### src/rtl/serial_uart_if.sv
// CPU-side serial channel bus: one access per cycle, mode selects none/read/write.
// rdata is returned combinationally in the access cycle.
interface serial_uart_if;
    logic [1:0]  mode;
    logic [31:0] addr;
    logic [31:0] wdata;
    logic [31:0] rdata;

    modport master (
        output mode,
        output addr,
        output wdata,
        input  rdata
    );

    modport slave (
        input  mode,
        input  addr,
        input  wdata,
        output rdata
    );
endinterface

### src/rtl/serial_uart.sv
// 8N1 UART responder for the serial channel: DATA/STATUS registers, TX FIFO feeding a
// transmit shifter, and a 2-flop-synchronised receiver with a single-byte holding register.
module serial_uart #(
    parameter int unsigned CLK_DIV  = 434,
    parameter int unsigned TX_DEPTH = 4
) (
    input  logic         clk,
    input  logic         rst,
    serial_uart_if.slave bus,
    output logic         txd,
    input  logic         rxd
);
    localparam int unsigned CntW  = $clog2(CLK_DIV);
    localparam int unsigned AddrW = $clog2(TX_DEPTH);
    localparam int unsigned PtrW  = AddrW + 1;
    localparam logic [CntW-1:0] CntLast = CntW'(CLK_DIV - 1);
    localparam logic [CntW-1:0] CntHalf = CntW'(CLK_DIV / 2 - 1);

    typedef enum logic [1:0] {TxIdle, TxStart, TxData, TxStop} tx_state_e;
    typedef enum logic [1:0] {RxIdle, RxStart, RxData, RxStop} rx_state_e;

    // Bus decode
    logic acc_read, acc_write, sel_data;
    assign acc_read  = (bus.mode == 2'b01);
    assign acc_write = (bus.mode == 2'b10);
    assign sel_data  = (bus.addr[3:2] == 2'd0);

    logic unused_bus_bits;
    assign unused_bus_bits = ^{bus.addr[31:4], bus.addr[1:0], bus.wdata[31:8]};

    // TX FIFO
    logic [7:0]      fifo_mem_q [TX_DEPTH];
    logic [7:0]      fifo_mem_d [TX_DEPTH];
    logic [PtrW-1:0] wr_ptr_q, wr_ptr_d;
    logic [PtrW-1:0] rd_ptr_q, rd_ptr_d;
    logic            fifo_full, fifo_empty, push, pop;

    // TX datapath
    tx_state_e       tx_state_q, tx_state_d;
    logic [CntW-1:0] tx_cnt_q, tx_cnt_d;
    logic [2:0]      tx_bit_q, tx_bit_d;
    logic [7:0]      tx_shift_q, tx_shift_d;
    logic            txd_q, txd_d;

    // RX datapath
    rx_state_e       rx_state_q, rx_state_d;
    logic            rx_sync1_q, rx_sync1_d;
    logic            rx_sync2_q, rx_sync2_d;
    logic [CntW-1:0] rx_cnt_q, rx_cnt_d;
    logic [2:0]      rx_bit_q, rx_bit_d;
    logic [7:0]      rx_shift_q, rx_shift_d;
    logic [7:0]      rx_data_q, rx_data_d;
    logic            rx_valid_q, rx_valid_d;
    logic            rx_done;

    // Fullness is judged on the start-of-cycle pointers, so a same-cycle pop frees nothing.
    assign fifo_empty = (wr_ptr_q == rd_ptr_q);
    assign fifo_full  = (wr_ptr_q[PtrW-1] != rd_ptr_q[PtrW-1]) &&
                        (wr_ptr_q[AddrW-1:0] == rd_ptr_q[AddrW-1:0]);
    assign push       = acc_write && sel_data && !fifo_full;
    assign pop        = (tx_state_q == TxIdle) && !fifo_empty;

    always_comb begin
        fifo_mem_d = fifo_mem_q;
        wr_ptr_d   = wr_ptr_q;
        rd_ptr_d   = rd_ptr_q;
        if (push) begin
            fifo_mem_d[wr_ptr_q[AddrW-1:0]] = bus.wdata[7:0];
            wr_ptr_d = wr_ptr_q + PtrW'(1);
        end
        if (pop) begin
            rd_ptr_d = rd_ptr_q + PtrW'(1);
        end
    end

    // TX FSM
    always_comb begin
        tx_state_d = tx_state_q;
        tx_cnt_d   = tx_cnt_q;
        tx_bit_d   = tx_bit_q;
        tx_shift_d = tx_shift_q;
        unique case (tx_state_q)
            TxIdle: begin
                tx_cnt_d = '0;
                if (!fifo_empty) begin
                    tx_shift_d = fifo_mem_q[rd_ptr_q[AddrW-1:0]];
                    tx_state_d = TxStart;
                end
            end
            TxStart: begin
                if (tx_cnt_q == CntLast) begin
                    tx_cnt_d   = '0;
                    tx_bit_d   = '0;
                    tx_state_d = TxData;
                end else begin
                    tx_cnt_d = tx_cnt_q + 1'b1;
                end
            end
            TxData: begin
                if (tx_cnt_q == CntLast) begin
                    tx_cnt_d   = '0;
                    tx_shift_d = {1'b0, tx_shift_q[7:1]};
                    if (tx_bit_q == 3'd7) begin
                        tx_state_d = TxStop;
                    end else begin
                        tx_bit_d = tx_bit_q + 1'b1;
                    end
                end else begin
                    tx_cnt_d = tx_cnt_q + 1'b1;
                end
            end
            TxStop: begin
                if (tx_cnt_q == CntLast) begin
                    tx_cnt_d   = '0;
                    tx_state_d = TxIdle;
                end else begin
                    tx_cnt_d = tx_cnt_q + 1'b1;
                end
            end
            default: tx_state_d = TxIdle;
        endcase

        // txd is registered from the next state so the line never glitches.
        unique case (tx_state_d)
            TxStart: txd_d = 1'b0;
            TxData:  txd_d = tx_shift_d[0];
            default: txd_d = 1'b1;
        endcase
    end

    // RX FSM
    always_comb begin
        rx_sync1_d = rxd;
        rx_sync2_d = rx_sync1_q;
        rx_state_d = rx_state_q;
        rx_cnt_d   = rx_cnt_q;
        rx_bit_d   = rx_bit_q;
        rx_shift_d = rx_shift_q;
        rx_done    = 1'b0;
        unique case (rx_state_q)
            RxIdle: begin
                rx_cnt_d = '0;
                if (!rx_sync2_q) begin
                    rx_state_d = RxStart;
                end
            end
            RxStart: begin
                if (rx_cnt_q == CntHalf) begin
                    rx_cnt_d   = '0;
                    rx_bit_d   = '0;
                    rx_state_d = rx_sync2_q ? RxIdle : RxData;
                end else begin
                    rx_cnt_d = rx_cnt_q + 1'b1;
                end
            end
            RxData: begin
                if (rx_cnt_q == CntLast) begin
                    rx_cnt_d   = '0;
                    rx_shift_d = {rx_sync2_q, rx_shift_q[7:1]};
                    if (rx_bit_q == 3'd7) begin
                        rx_state_d = RxStop;
                    end else begin
                        rx_bit_d = rx_bit_q + 1'b1;
                    end
                end else begin
                    rx_cnt_d = rx_cnt_q + 1'b1;
                end
            end
            RxStop: begin
                if (rx_cnt_q == CntLast) begin
                    rx_cnt_d   = '0;
                    rx_state_d = RxIdle;
                    rx_done    = rx_sync2_q;
                end else begin
                    rx_cnt_d = rx_cnt_q + 1'b1;
                end
            end
            default: rx_state_d = RxIdle;
        endcase

        // A completing byte beats a same-cycle DATA read clearing rx_valid.
        rx_data_d  = rx_done ? rx_shift_q : rx_data_q;
        rx_valid_d = rx_valid_q;
        if (rx_done) begin
            rx_valid_d = 1'b1;
        end else if (acc_read && sel_data) begin
            rx_valid_d = 1'b0;
        end
    end

    always_ff @(posedge clk or negedge rst) begin
        if (!rst) begin
            for (int i = 0; i < int'(TX_DEPTH); i++) begin
                fifo_mem_q[i] <= '0;
            end
            wr_ptr_q   <= '0;
            rd_ptr_q   <= '0;
            tx_state_q <= TxIdle;
            tx_cnt_q   <= '0;
            tx_bit_q   <= '0;
            tx_shift_q <= '0;
            txd_q      <= 1'b1;
            rx_state_q <= RxIdle;
            rx_sync1_q <= 1'b1;
            rx_sync2_q <= 1'b1;
            rx_cnt_q   <= '0;
            rx_bit_q   <= '0;
            rx_shift_q <= '0;
            rx_data_q  <= '0;
            rx_valid_q <= 1'b0;
        end else begin
            fifo_mem_q <= fifo_mem_d;
            wr_ptr_q   <= wr_ptr_d;
            rd_ptr_q   <= rd_ptr_d;
            tx_state_q <= tx_state_d;
            tx_cnt_q   <= tx_cnt_d;
            tx_bit_q   <= tx_bit_d;
            tx_shift_q <= tx_shift_d;
            txd_q      <= txd_d;
            rx_state_q <= rx_state_d;
            rx_sync1_q <= rx_sync1_d;
            rx_sync2_q <= rx_sync2_d;
            rx_cnt_q   <= rx_cnt_d;
            rx_bit_q   <= rx_bit_d;
            rx_shift_q <= rx_shift_d;
            rx_data_q  <= rx_data_d;
            rx_valid_q <= rx_valid_d;
        end
    end

    assign txd = txd_q;

    always_comb begin
        bus.rdata = '0;
        if (acc_read) begin
            unique case (bus.addr[3:2])
                2'd0:    bus.rdata = {24'b0, rx_data_q};
                2'd1:    bus.rdata = {30'b0, rx_valid_q, !fifo_full};
                default: bus.rdata = '0;
            endcase
        end
    end
endmodule
### src/flat_wrapper.sv
// flat-port wrapper written by rule: the top's interface ports become plain ports
module serial_uart_flat 
#(
    parameter int unsigned CLK_DIV  = 434,
    parameter int unsigned TX_DEPTH = 4
)
  (clk, rst, txd, rxd, bus_mode, bus_addr, bus_wdata, bus_rdata);
  serial_uart_if bus_i ();
  input  logic clk;
  input  logic rst;
  output logic txd;
  input  logic rxd;
  input wire logic [$bits(bus_i.mode)-1:0] bus_mode;
  input wire logic [$bits(bus_i.addr)-1:0] bus_addr;
  input wire logic [$bits(bus_i.wdata)-1:0] bus_wdata;
  output wire logic [$bits(bus_i.rdata)-1:0] bus_rdata;
  assign bus_i.mode = bus_mode;
  assign bus_i.addr = bus_addr;
  assign bus_i.wdata = bus_wdata;
  assign bus_rdata = bus_i.rdata;
  serial_uart #(.CLK_DIV(CLK_DIV), .TX_DEPTH(TX_DEPTH)) u_core (.clk(clk), .rst(rst), .bus(bus_i), .txd(txd), .rxd(rxd));
endmodule
### config.mk
export PLATFORM = sky130hd
export DESIGN_NAME = serial_uart_flat
export DESIGN_NICKNAME = d
export VERILOG_FILES = /design/src/rtl/serial_uart_if.sv /design/src/rtl/serial_uart.sv /design/src/flat_wrapper.sv
export SDC_FILE = /design/constraint.sdc
export NUM_CORES = 1
export LEC_CHECK = 0
export CAP_MARGIN = 0
export CORE_MARGIN = 10
export CORE_UTILIZATION = 51
export CTS_CLUSTER_SIZE = 28
export DETAILED_ROUTE_END_ITERATION = 7
export GPL_ROUTABILITY_DRIVEN = 1
export PLACE_DENSITY = 0.81
export SLEW_MARGIN = 40
export SYNTH_ARGS = -nofsm -noshare
export SYNTH_HDL_FRONTEND = slang
export SYNTH_SLANG_ARGS = --single-unit
### constraint.sdc
create_clock -name clk -period 2.25 [get_ports clk]
set_input_delay 0.45 -clock clk [delete_from_list [all_inputs] [get_ports clk]]
set_output_delay 0.45 -clock clk [all_outputs]
set_load 0.02 [all_outputs]
==> impl_metrics.csv, run 1 <==
group,metric,value,unit
timing,setup-tns-final,0,ps
synthesis,synth_edf_count,0,
detailed_routing,first_pass_iters,4,
detailed_routing,vias_per_cell,5.38,
timing,grt_setup_unrepaired,"no",
global_routing,grt_max_degree,44,
synthesis,ys_async_sr_fraction,100,%
synthesis,synth_area_leader_cell,"dfrtp_1",
detailed_routing,drtIter0Drc,122,
place,port_buffers,23,
synthesis,synthFlopType,"dfrtp_1",
worst_setup_path,cp_slowest_cell,"clkdlybuf4s50_1",
global_routing,grt_first_pass_wirelength,13.2,mm
timing,finClkSkew,14.9,ps
timing,finalHoldViolCount,0,
cts,cts_root_buffer,"clkbuf_8",
floorplan,die_y,115,um
synthesis,syn_area,0.00460,mm^2
worst_setup_path,end_kind,"flip-flop",
floorplan,io_pins,102,
place,hpwlAfterDp,5.65,mm
detailed_routing,drc,0,
synthesis,seq_area_frac_synth,51.2,%
final_layout,stdcell_area,0.00518,mm^2
floorplan,fp.dieW,115,um
final_layout,nNetsFinal,487,
pwr,leakage,0.00250,uW
global_routing,gr-total-overflow,0,
synthesis,ys_top_cells_by_count,"dfrtp_1, mux2_2, buf_4, nor2_1, nand2_1",
cts,cts.path.max_buffers,2,
place,dpl_cell_area,0.00493,mm^2
synthesis,yosys_register_bits,94,
cts,cts_buffers,9,
worst_setup_path,cp-start-kind,"input pin",
global_routing,grt_pass1_vias,2810,
cts,clk_latency,370,ps
timing,slew_violations,0,
worst_setup_path,max_stage_delay,490,ps
worst_setup_path,worstSetupPathType,"in2reg",
worst_setup_path,critPathMaxFanout,9,
final_layout,synthToLayoutAreaGrowth,12.5,%
place,globalplace.congestion,0.784,
detailed_routing,ant_nets,0,
floorplan,core_area,0.00876,mm^2
floorplan,start_util,52.5,%
synthesis,synth.distinct_cells,51,
worst_setup_path,path_cells,"clkdlybuf4s50_1 -> nor4b_1 -> buf_4 -> o21a_1 -> nand2_2 -> mux2_2",
cts,htreeDepth,3,
detailed_routing,dr_total_vias,2780,
timing,worst_pin_slew,551,ps
timing,slew_headroom,63.3,%
timing,fin_crit_sh,92.2,%
timing,fmax,0.482,GHz
worst_hold_path,hp-class,"in2async",
synthesis,syn_inst,366,
synthesis,ys_warn_count,0,
global_routing,track_usage,12.1,%
timing,fin_crit,2070,ps
detailed_routing,routed_wl,7.90,mm
outcome,status,"completed",
timing,setup_violations,0,
synthesis,syn_avg_cell_area,12.6,um^2
global_routing,antenna_found_initial,0,
cts,cts.sink_count,94,
worst_setup_path,cp.arrival,2330,ps
final_layout,drive_gt1_share,29.8,%
synthesis,synth_top_area_share,49.5,%
worst_setup_path,crit_required,2500,ps
timing,hold_ws,50.3,ps
cts,cts_tree,"built",
floorplan,num_rows,34,
final_layout,antenna-diode-count,0,
synthesis,netlist_top_cells_area,"dfrtp_1, mux2_2, buf_4",
pwr,power_density,766,mW/mm^2
run,max-cap-violations,0,
floorplan,die-area,0.0132,mm^2
cts,clk_pin_slew,100,ps
cts,cts_setup_buffers,0,
detailed_routing,avgRoutedWirePerCell,15.3,um
pwr,ir_drop,0.452,mV
synthesis,synth_most_common_cell,"dfrtp_1",
==> flip-flops by register name (all words and copies together) (netlist names), named ones only <==
signal and cells:
u_core.rx_sync2_q 1, u_core.tx_shift_q 8, u_core.rx_valid_q 1, u_core.rx_cnt_q 9, u_core.tx_state_q 2, u_core.txd 1, u_core.rx_bit_q 3, u_core.rx_state_q 1
u_core.rd_ptr_q 3, u_core.fifo_mem_q 32, u_core.wr_ptr_q 3, u_core.rx_data_q 8, u_core.rx_shift_q 8, u_core.rx_sync1_q 1, u_core.tx_cnt_q 9, u_core.tx_bit_q 3
==> critical path: cells and delay by family <==
kind / cells / cell delay, ps
compound gates: 1 / 250
buf+inv: 2 / 670
simple gates: 2 / 620
mux: 1 / 340
==> power breakdown <==
group	switching (uW)	internal (uW)	total, uW
Sequential	142	1960	2100
Combinational	285	388	673
Clock	628	562	1190
==> per-stage QoR <==
stage / power (uW) / utilization (%) / std cells / setup WS [ps]
after global routing: 4160 / 59.1 / 517 / 6.18
after global placement: 2750 / 56.2 / 501 / -547
after detailed placement: 2810 / 56.2 / 501 / -604
after CTS: 4000 / 58.6 / 517 / 2.60
final: 3960 / 59.1 / 517 / 176
after floorplan: 2650 / - / 389 / 321
==> per-layer routing <==
layer / global-route usage (%) / up-vias / part of all wire (%) / wire [um]
met5: 0 / - / 0 / 0
met4: 5.69 / 0 / 1.7 / 136
met3: 2.76 / 10 / 6.1 / 479
met2: 20.0 / 59 / 48 / 3750
met1: 14.7 / 1386 / 45 / 3530
li1: - / 1325 / - / -
==> layout by cell type, fill, tap and decap left out, drive strengths merged, types with 2 or more instances in the layout <==
cell type	instances
o21a	2
clkbuf	10
a22o	6
inv	10
clkdlybuf4s50	11
a21oi	8
nand4b	2
xor2	6
dfrtp	91
ha	14
or3	3
o21ai	9
nor2b	3
and2	8
mux2	50
xnor2	13
dfstp	3
dlymetal6s2s	2
nor2	27
nand3	9
buf	23
nand2b	2
a221o	6
mux2i	4
conb	24
and3	9
mux4	8
nand2	26
==> layout make-up <==
| cell class | instances | area [um^2] |
|---|---|---|
| clock inverter | 6 | 75.1 |
| sequential | 94 | 2360 |
| clock buffer | 10 | 138 |
| inverter | 7 | 26.3 |
| multi-input combinational | 255 | 2090 |
| timing repair buffer | 37 | 353 |
| tap | 108 | 135 |
| fill | 714 | 3590 |
==> logic make-up (layout without fill, tap and decap cells) <==
logic type	Yosys count	after routing	share of synthesized area, %
and+or+nand+nor	100	100	12.5
DFF	94	94	51.2
muxes	62	62	17.5
buffers and inverters	40	60	5.82
AOI/OAI and AO/OA	36	36	5.49
xor gates and xnor gates	19	19	3.62
adders and majority gates	14	14	3.81
other	1	24	0.0815
==> repair_timing <==
action / CTS / global route
endpoints found under the setup margin: 8 / 7
pin swaps: 1 / 1
hold buffers: 0 / 0
resized for setup: 46 / 14
hold endpoints to repair: 0 / 0
==> final timing paths <==
kind / start / endpoint / slack (ps) / cells after the start
max: bus_addr[2] / u_core.fifo_mem_q[2] / 180 / 6
min: rst / u_core.fifo_mem_q[1] / 50 / 1
max reg2reg: u_core.rd_ptr_q[2] / u_core.tx_shift_q[5] / 330 / 6
min reg2reg: u_core.rx_sync1_q / u_core.rx_sync2_q / 360 / 0
max in group asynchronous: rst / u_core.tx_cnt_q[5] / 1520 / 2
min in group clk: u_core.rx_sync1_q / u_core.rx_sync2_q / 360 / 0
No activity file was read; power rests on OpenSTA's default activity.
==> inputs of run 2 (changes only) <==
--- a/config.mk
+++ b/config.mk
@@ -6,12 +6,14 @@
 export NUM_CORES = 1
 export LEC_CHECK = 0
 export CAP_MARGIN = 0
+export CELL_PAD_IN_SITES_DETAIL_PLACEMENT = 1
+export CELL_PAD_IN_SITES_GLOBAL_PLACEMENT = 2
 export CORE_MARGIN = 10
-export CORE_UTILIZATION = 51
+export CORE_UTILIZATION = 33
 export CTS_CLUSTER_SIZE = 28
 export DETAILED_ROUTE_END_ITERATION = 7
 export GPL_ROUTABILITY_DRIVEN = 1
-export PLACE_DENSITY = 0.81
+export PLACE_DENSITY_LB_ADDON = 0.1
 export SLEW_MARGIN = 40
 export SYNTH_ARGS = -nofsm -noshare
 export SYNTH_HDL_FRONTEND = slang
==> impl_metrics.csv, run 2 (synthesis gave the netlist of run 1 again) <==
group,metric,value,unit
outcome,status,"finished, violations left",
outcome,violations,"hold timing",
timing,hold_ws,-0.885,ps
final_layout,nNetsFinal,488,
final_layout,synthToLayoutAreaGrowth,17.6,%
pwr,power_density,852,mW/mm^2
cts,cts_buffers,9,
cts,cts.sink_count,94,
detailed_routing,avgRoutedWirePerCell,16.0,um
detailed_routing,ant_nets,0,
global_routing,gr-total-overflow,0,
cts,clk_latency,350,ps
worst_hold_path,hp-class,"in2async",
final_layout,fillCellCount,1513,
final_layout,drive_gt1_share,30.0,%
worst_setup_path,end_kind,"output pin",
place,port_buffers,23,
worst_setup_path,timing.rr.end,"u_core.tx_shift_q[1]",
cts,cts_root_buffer,"clkbuf_16",
timing,fmax,0.454,GHz
timing,fin_crit,2200,ps
detailed_routing,routed_wl,9.45,mm
floorplan,num_rows,43,
timing,postLayoutSetupSlackWorst,46.0,ps
worst_setup_path,rrSetupSlack,390,ps
worst_setup_path,reg2reg_depth,7,
worst_setup_path,critPathMaxFanout,6,
detailed_routing,dr_total_vias,2826,
worst_setup_path,rr_startpoint,"u_core.tx_cnt_q[1]",
timing,grt_setup_unrepaired,"no",
cts,cts.path.max_buffers,2,
floorplan,start_util,33.4,%
cts,holdBufCountCts,0,
final_layout,largest_register,"u_core.fifo_mem_q",
detailed_routing,vias_per_cell,4.79,
timing,fin_crit_sh,98.0,%
global_routing,grt_max_degree,50,
run,max-cap-violations,0,
place,hpwlAfterDp,6.65,mm
floorplan,io_pins,102,
timing,setup-tns-final,0,ps
cts,cts_tree,"built",
pwr,leakage,0.00257,uW
floorplan,die-area,0.0191,mm^2
detailed_routing,drtIter0Drc,90,
floorplan,fp.dieW,138,um
cts,clk_pin_slew,70,ps
detailed_routing,drc,0,
worst_setup_path,crit_required,1800,ps
global_routing,grt_pass1_vias,3110,
place,pre_cts_ws,-572,ps
timing,finClkSkew,5.55,ps
worst_setup_path,worstSetupPathType,"in2out",
worst_setup_path,cp_slowest_cell,"clkdlybuf4s50_1",
cts,htreeDepth,3,
floorplan,core_area,0.0138,mm^2
pwr,ir_drop,0.362,mV
detailed_routing,first_pass_iters,3,
timing,slew_violations,0,
global_routing,antenna_found_initial,0,
worst_setup_path,path_cells,"clkdlybuf4s50_1 -> or3b_4 -> nor2_4 -> buf_6 -> and2_1 -> buf_4",
global_routing,track_usage,10.3,%
final_layout,reg_top3,"u_core.fifo_mem_q: 32 flops, u_core.rx_cnt_q: 9 flops, u_core.tx_cnt_q: 9 flops",
floorplan,die_y,138,um
final_layout,largest_register_ffs,32,
final_layout,antenna-diode-count,0,
worst_setup_path,cp.arrival,1750,ps
place,globalplace.congestion,0.726,
worst_setup_path,cp-start-kind,"input pin",
final_layout,most-common-layout-cells,"dfrtp_1, mux2_2, nor2_1, conb_1, nand2_1",
timing,setup_violations,0,
timing,finalHoldViolCount,1,
final_layout,final_common_cell,"dfrtp_1",
global_routing,grt_first_pass_wirelength,16.2,mm
worst_setup_path,max_stage_delay,410,ps
run 2: changes by cell type in the layout (fill, tap and decap cells not counted), sizes merged:
cell / before / now
dlymetal6s2s: 2 / 1
clkinvlp: 1 / 0
inv: 10 / 9
buf: 23 / 24
bufinv: 1 / 3
clkdlybuf4s50: 11 / 12
run 2: critical path: cells and delay by family:
kind / cells / cell delay (ps)
buffers and inverters: 3 / 670
AND/OR/NAND/NOR: 3 / 630
run 2: worst max-delay path by stage:
stage / start / slack, ps / cells after the start / to
global route: bus_mode[1] / 2 / 6 / bus_rdata[6]
global placement: bus_mode[0] / -560 / 6 / bus_rdata[2]
detailed placement: bus_mode[0] / -570 / 6 / bus_rdata[5]
CTS: bus_addr[3] / 4 / 6 / bus_rdata[4]
floorplan: bus_mode[1] / 320 / 2 / bus_rdata[0]
finish: bus_mode[1] / 50 / 6 / bus_rdata[3]
run 2: routing by layer:
layer  track usage (%)  routed length [um]  vias to the layer above
met3              2.57                 276                       12
met5                 0                   0                        -
met2              16.7                4600                       32
li1                  -                   -                     1324
met4              5.16                 181                        0
met1              12.5                4390                     1458
run 2: where the power goes:
part | internal (uW) | total [uW] | leakage (uW) | switching, uW
combinational | 391 | 691 | 0.00117 | 300
sequential | 1960 | 2100 | 0.00123 | 140
clock | 1130 | 1820 | 0.000174 | 689
run 2: layout make-up:
class	instances	area (um^2)	share of cell area [%]
Tap cell	180	225	4.16
Clock buffer	10	239	4.42
Multi-Input combinational cell	255	2100	38.8
Timing Repair Buffer	38	348	6.43
Clock inverter	6	116	2.15
Inverter	7	26.3	0.486
Sequential cell	94	2360	43.5
run 2: stage by stage:
stage	hold slack, ps	utilization (%)	total power [uW]	area [um^2]	cells
finish	-0.885	39.3	4610	5410	590
global route	9.51	39.3	4870	5410	590
CTS	1.15	39.0	4680	5370	590
detailed placement	350	36.5	2830	5020	574
global placement	346	36.5	2790	5020	574
floorplan	154	-	2650	4690	389
run 2: what timing repair did:
item / CTS / global route
setup buffers: 0 / 0
setup endpoints to repair: 16 / 7
hold endpoints to repair: 0 / 0
resized for setup: 46 / 11
pin swaps: 1 / 1
==> patch 1: new RTL, config.mk and constraints of run 1 <==
`CLK_DIV` is set to 434 in 2 places; all go to 1736.
--- a/src/rtl/serial_uart.sv
+++ b/src/rtl/serial_uart.sv
@@ -2,5 +2,5 @@
 // transmit shifter, and a 2-flop-synchronised receiver with a single-byte holding register.
 module serial_uart #(
-    parameter int unsigned CLK_DIV  = 434,
+    parameter int unsigned CLK_DIV  = 1736,
     parameter int unsigned TX_DEPTH = 4
 ) (
--- a/src/flat_wrapper.sv
+++ b/src/flat_wrapper.sv
@@ -2,5 +2,5 @@
 module serial_uart_flat 
 #(
-    parameter int unsigned CLK_DIV  = 434,
+    parameter int unsigned CLK_DIV  = 1736,
     parameter int unsigned TX_DEPTH = 4
 )
Check against the original RTL: no difference found for any inputs over 10 cycles, from zero or initial values and one cycle with rst low; that may be too few to reach the edited logic, so the function may still have changed.
==> patch 1 against run 1 <==
- first-iteration DRC count up 16%
- critical endpoint is now u_core.fifo_mem_q[30]
- count of clock-buffer cells in the layout stayed put
- sequential share of layout area is 0.48 points lower
- routed wire length increased by 11%
- sequential cell count grew 4
- register-to-register slack lost 100 ps
- critical path depth fell by 1
- utilization hardly changed
- cell area up 5.4%
- total power rose by 5.3%
- worst setup slack got worse by 120 ps
- largest power group unchanged
- synthesized cell count rose by 7.1%
- maximum frequency is 5.6% lower
- critical path type unchanged
- area after synthesis increased by 5.7%
==> patch 1: results (changes against run 1) <==
clocking:
  cts_made_buffers: 9  # unchanged
  cts_setup_buffers: 0  # unchanged
  cts_root_buf: "clkbuf_8"
  ctsLongestPathBuffers: 2  # unchanged
sta:
  timing.hold.ws_ps: 48.6  # -1.73 ps
  fin_crit_sh_pct: 97.6  # +5.4 points
  relSlewSlack_pct: 57.6  # -5.6 points
  clock_skew_ps: 12.9  # -2.05 ps
  finalSetupViolCount: 0  # unchanged
drt:
  via_per_inst: 5.29  # -1.6%
  met3WireLength_um: 385  # -20%
  firstDrtPassIters: 4  # unchanged
  dr.max_layer_used: "met4"
  met1_length_mm: 3.84  # +8.8%
  routed-wl-met2_mm: 4.44  # +18%
  post_drt_wl_per_cell_um: 15.5  # +1.8%
  drtIter0Drc: 142  # +16%
setup_path:
  timing.critical_path.from: "bus_addr[2]"
  ff2ff_path_depth: 4  # -2
  critPathArrivalTime_ps: 2440  # +110 ps
  cp_slowest_stage_delay_ps: 590  # +100 ps
  crit_family: "simple AND/OR/NAND/NOR gates"
  slowest_stage: "or4b_1"
  reg2reg_slack_ps: 230  # -100 ps
  crit_end: "u_core.fifo_mem_q[30]"
  r2r-end: "u_core.rx_shift_q[2]"
  critPathMaxFanout: 8  # -1
  r2r-start: "u_core.rx_cnt_q[5]"
layout:
  diodes: 0  # unchanged
  reg_top3: "u_core.fifo_mem_q x32, u_core.rx_cnt_q x11, u_core.tx_cnt_q x11"
  final_cells: 564  # +9.1%
  drive_gt1_share_pct: 27.6  # -2.2 points
  nNetsFinal: 510  # +4.7%
  fillers: 733  # +2.7%
power_and_ir_drop:
  p_leak_nw: 2.54  # +1.7%
  vdd_drop_max_uv: 426  # -5.7%
yosys:
  syn_avg_cell_area_sq_um: 12.4  # -1.4%
  ys_top_cells_by_area: "dfrtp_1 49%, mux2_2 10%, buf_4 3.9%, mux4_2 3.7%, xnor2_1 3.1%"
  synth_cell_type_count: 56  # +9.8%
  yosysWarnings: 0  # unchanged
  async_flop_share_pct: 100  # unchanged
  synth_top_flop_cell: "dfrtp_1"
  yosys-top-cells-count: "95 x dfrtp_1, 43 x mux2_2, 29 x nor2_1"
  synth-seq-area-share_pct: 50.5  # -0.68 points
status:
  status: "finished, final reports clean"
min_path:
  hold_path_class: "in2async"
grt:
  track_usage_pct: 13.0  # +0.85 points
  grt_pass1_vias: 3178  # +13%
  grt_max_degree: 43  # -2.3%
  grt_pass1_wl_mm: 15.4  # +16%
placed_design:
  dp.cells: 549  # +9.6%
  place.detailed.hpwl_mm: 6.34  # +12%
  place_area_sq_um: 5230  # +6.1%
  post-place-ws_ps: -625  # -21.2 ps
  place_congestion: 0.762  # -2.9%
  io_buffers: 23  # unchanged
==> patch 1: cell types whose count changed in the layout (fill, tap and decap cells not counted), moves of 7 or more <==
cell | run 1 | this run
nor3_1 | 0 | 9
a21o_1 | 0 | 8
mux2_4 | 0 | 8
nand2_1 | 22 | 14
mux2_2 | 50 | 43
==> patch 1: logic make-up (layout without fill, tap and decap cells) <==
group	after synthesis	in the layout	synth area share, %
adder cells (fa/ha/maj)	11	11	2.83
flip-flops	98	98	50.5
XOR/XNOR	27	27	4.86
AND/OR/NAND/NOR	109	109	13.0
multiplexers	63	63	17.0
AO/OA/AOI/OAI	40	40	6.07
other	1	24	0.0771
buffers and inverters	43	63	5.69
==> patch 1: report_power, final <==
| group | leakage [nW] | switching, W | internal (W) |
|---|---|---|---|
| logic | 1.16 | 0.000327 | 0.000431 |
| registers | 1.28 | 0.000237 | 0.00209 |
| clock network | 0.101 | 0.000639 | 0.000457 |
==> patch 1: routing by layer <==
metal  global-route usage, %  up-vias
met5                       0        -
met4                    4.48        0
met3                    2.83        8
met2                    21.6       55
met1                    16.2     1502
li1                        -     1420
==> patch 1: worst register-to-register path, cell delays in order, from the launching register on <==
cell	delay (ps)
dfrtp_1	430
or3b_1	370
or4_1	590
buf_4	230
mux2_2	280
==> patch 1: layout make-up <==
class	count	area, sq um	area share, %
Timing Repair Buffer	38	358	6.56
Sequential cell	98	2460	45.0
Tap cell	129	161	2.96
Clock buffer	10	138	2.52
Multi-Input combinational cell	274	2240	41.2
Clock inverter	6	62.6	1.15
Inverter	9	33.8	0.619
==> patch 1: what timing repair did <==
| item | CTS | global route |
|---|---|---|
| endpoints found under the setup margin | 8 | 13 |
| gates resized for setup | 43 | 14 |
| hold buffers | 0 | 0 |
| pin swaps | 0 | 6 |
| hold endpoints to repair | 0 | 0 |
| cloned | 0 | 0 |
==> patch 2: new RTL, flow settings as in run 1 <==
Without the edit above. Put one more register stage on the output `txd`, with the module's reset. The value now appears one clock later. The other outputs are not delayed to match. Comments in the files are not updated.
--- a/src/rtl/serial_uart.sv
+++ b/src/rtl/serial_uart.sv
@@ -229,5 +229,11 @@
     end
 
-    assign txd = txd_q;
+    always_ff @(posedge clk or negedge rst) begin
+        if (!rst) begin
+            txd <= '0;
+        end else begin
+            txd <= txd_q;
+        end
+    end
 
     always_comb begin
Formal check against the unedited RTL: not equivalent (a bounded check fails within 4 cycles, from zero or initial values and one cycle with rst low).
==> patch 2 against run 1 <==
- sequential cell count is 1 higher
- cell count up 1.4%
- total power increased by 13%
- clock power increased by 18%
- sequential power increased by 8%
- area after synthesis grew 0.76%
- routed wire length rose by 5.6%
- register-to-register slack worse by 40 ps
- combinational power rose by 17%
- maximum frequency rose by 2.5%
- cell area is 2.0% higher
- worst setup slack gained 51 ps
- synthesized cell count increased by 1.4%
==> patch 2: results (changes against run 1) <==
placed_design:
  io_buffers: 23  # unchanged
  place_area_sq_um: 4980  # +1.1%
  post-place-ws_ps: -632  # -28.7 ps
  place.detailed.hpwl_mm: 5.97  # +5.8%
  place_congestion: 0.783  # -0.17%
clocking:
  cts_setup_buffers: 0  # unchanged
  cts_made_buffers: 9  # unchanged
  ctsLongestPathBuffers: 2  # unchanged
  htreeDepth: 3  # unchanged
  clk_pin_slew_ps: 100  # about the same
  cts_root_buf: "clkbuf_8"
  clock_latency_ps: 360
yosys:
  ys_top_cells_by_area: "dfrtp_1 50%, mux2_2 12%, buf_4 3.9%, mux4_2 3.9%, ha_1 3.8%"
  synth-seq-area-share_pct: 51.4  # +0.15 points
  yosysWarnings: 0  # unchanged
  synth.cell_area_sq_um: 4640  # +0.76%
  ys_seq_elements: 95  # +1.1%
  yosys-top-cells-count: "92 x dfrtp_1, 51 x mux2_2, 26 x nor2_1"
  synth_cell_type_count: 51  # unchanged
  async_flop_share_pct: 100  # unchanged
min_path:
  hold_path_class: "in2async"
setup_path:
  slowest_stage: "or3b_4"
  cp_slowest_stage_delay_ps: 400  # -90 ps
  crit_family: "simple AND/OR/NAND/NOR gates"
  critPathArrivalTime_ps: 1570  # -760 ps
  critPathMaxFanout: 7  # -2
drt:
  via_per_inst: 5.47  # +1.6%
  drtIter0Drc: 82  # -33%
  firstDrtPassIters: 4  # unchanged
  post_drt_wl_per_cell_um: 15.9  # +4.2%
sta:
  clock_skew_ps: 14.1  # -0.768 ps
  relSlewSlack_pct: 63.9  # +0.65 points
layout:
  drive_gt1_share_pct: 28.4  # -1.5 points
  reg_top3: "u_core.fifo_mem_q x32, u_core.rx_cnt_q x9, u_core.tx_cnt_q x9"
  diodes: 0  # unchanged
  nNetsFinal: 494  # +1.4%
grt:
  track_usage_pct: 13.3  # +1.2 points
  grt_pass1_vias: 2987  # +6.3%
  grt_max_degree: 49  # +11%
  antenna_found_initial: 0  # unchanged
  grt_pass1_wl_mm: 14.3  # +8.2%
power_and_ir_drop:
  vdd_drop_max_uv: 442  # -2.2%
  p_leak_nw: 2.50  # about the same
  p_sw_share_pct: 25.6  # -1.0 points
status:
  status: "finished, final reports clean"
==> patch 2: cell count changes after synthesis, sizes merged, moves of 4 or more <==
cell / run 1 / this run
nand2: 26 / 15
nor3: 0 / 6
and3: 9 / 4
nand4: 0 / 5
a31oi: 0 / 4
and2: 8 / 12
inv: 7 / 11
==> patch 2: logic make-up after synthesis <==
group                    after synthesis  synth area share, %
AND/OR/NAND/NOR                       94                 11.6
multiplexers                          61                 16.7
buffers and inverters                 44                 5.99
AO/OA/AOI/OAI                         41                 6.56
XOR/XNOR                              21                 3.97
flip-flops                            95                 51.4
other                                  1               0.0809
adder cells (fa/ha/maj)               14                 3.78
==> patch 2: final timing paths <==
kind / slack, ps / to / startpoint
max in group asynchronous: 1590 / u_core.rx_sync2_q / rst
worst max register to register: 290 / u_core.tx_bit_q[0] / u_core.tx_cnt_q[1]
worst min register to register: 360 / u_core.rx_sync2_q / u_core.rx_sync1_q
min in group clk: 360 / u_core.rx_sync2_q / u_core.rx_sync1_q
worst min-delay path: 10 / u_core.fifo_mem_q[28] / rst
worst max-delay path: 230 / bus_rdata[6] / bus_addr[3]
==> patch 2: repair_timing <==
item / CTS / global route
pin swaps: 3 / 2
setup endpoints to repair: 8 / 8
gates resized for setup: 51 / 3
endpoints found under the hold margin: 0 / 0
hold buffers: 0 / 0
==> patch 2: worst register-to-register path, delay by kind of cell, from the launching register on <==
family          cells  cell delay [ps]
simple gates        2              700
compound gates      2              550
fa+ha+maj           1              150
buf+inv             1               70
flops               1              400
==> patch 2: per-stage QoR <==
step	cells	hold WS, ps
after floorplan	394	154
after detailed placement	508	353
after CTS	524	8.66
after global placement	508	352
final	524	11.5
after global routing	524	14.7
==> patch 2: area by class of cell <==
| type | count | area (sq um) |
|---|---|---|
| clock inverter | 4 | 98.8 |
| fill | 695 | 3530 |
| sequential | 95 | 2380 |
| multi-input combinational | 255 | 2090 |
| clock buffer | 12 | 165 |
| timing repair buffer | 39 | 368 |
| inverter | 11 | 41.3 |
| tap | 108 | 135 |
==> patch 2: power by group through the flow <==
stage	registers (W)	logic, W	clock network (W)
floorplan	0.00222	0.000630	0
global placement	0.00227	0.000748	0
detailed placement	0.00230	0.000789	0
CTS	0.00227	0.000798	0.00144
global route	0.00232	0.000877	0.00151
finish	0.00227	0.000789	0.00140
==> patch 2: per-layer routing <==
metal / global-route usage [%] / routed length (um) / up-vias / share of wire, %
li1: - / - / 1359 / -
met1: 16.1 / 3740 / 1440 / 45
met2: 22.7 / 4130 / 55 / 50
met3: 3.39 / 360 / 10 / 4.3
met4: 4.22 / 111 / 0 / 1.3
met5: 0 / 0 / - / 0
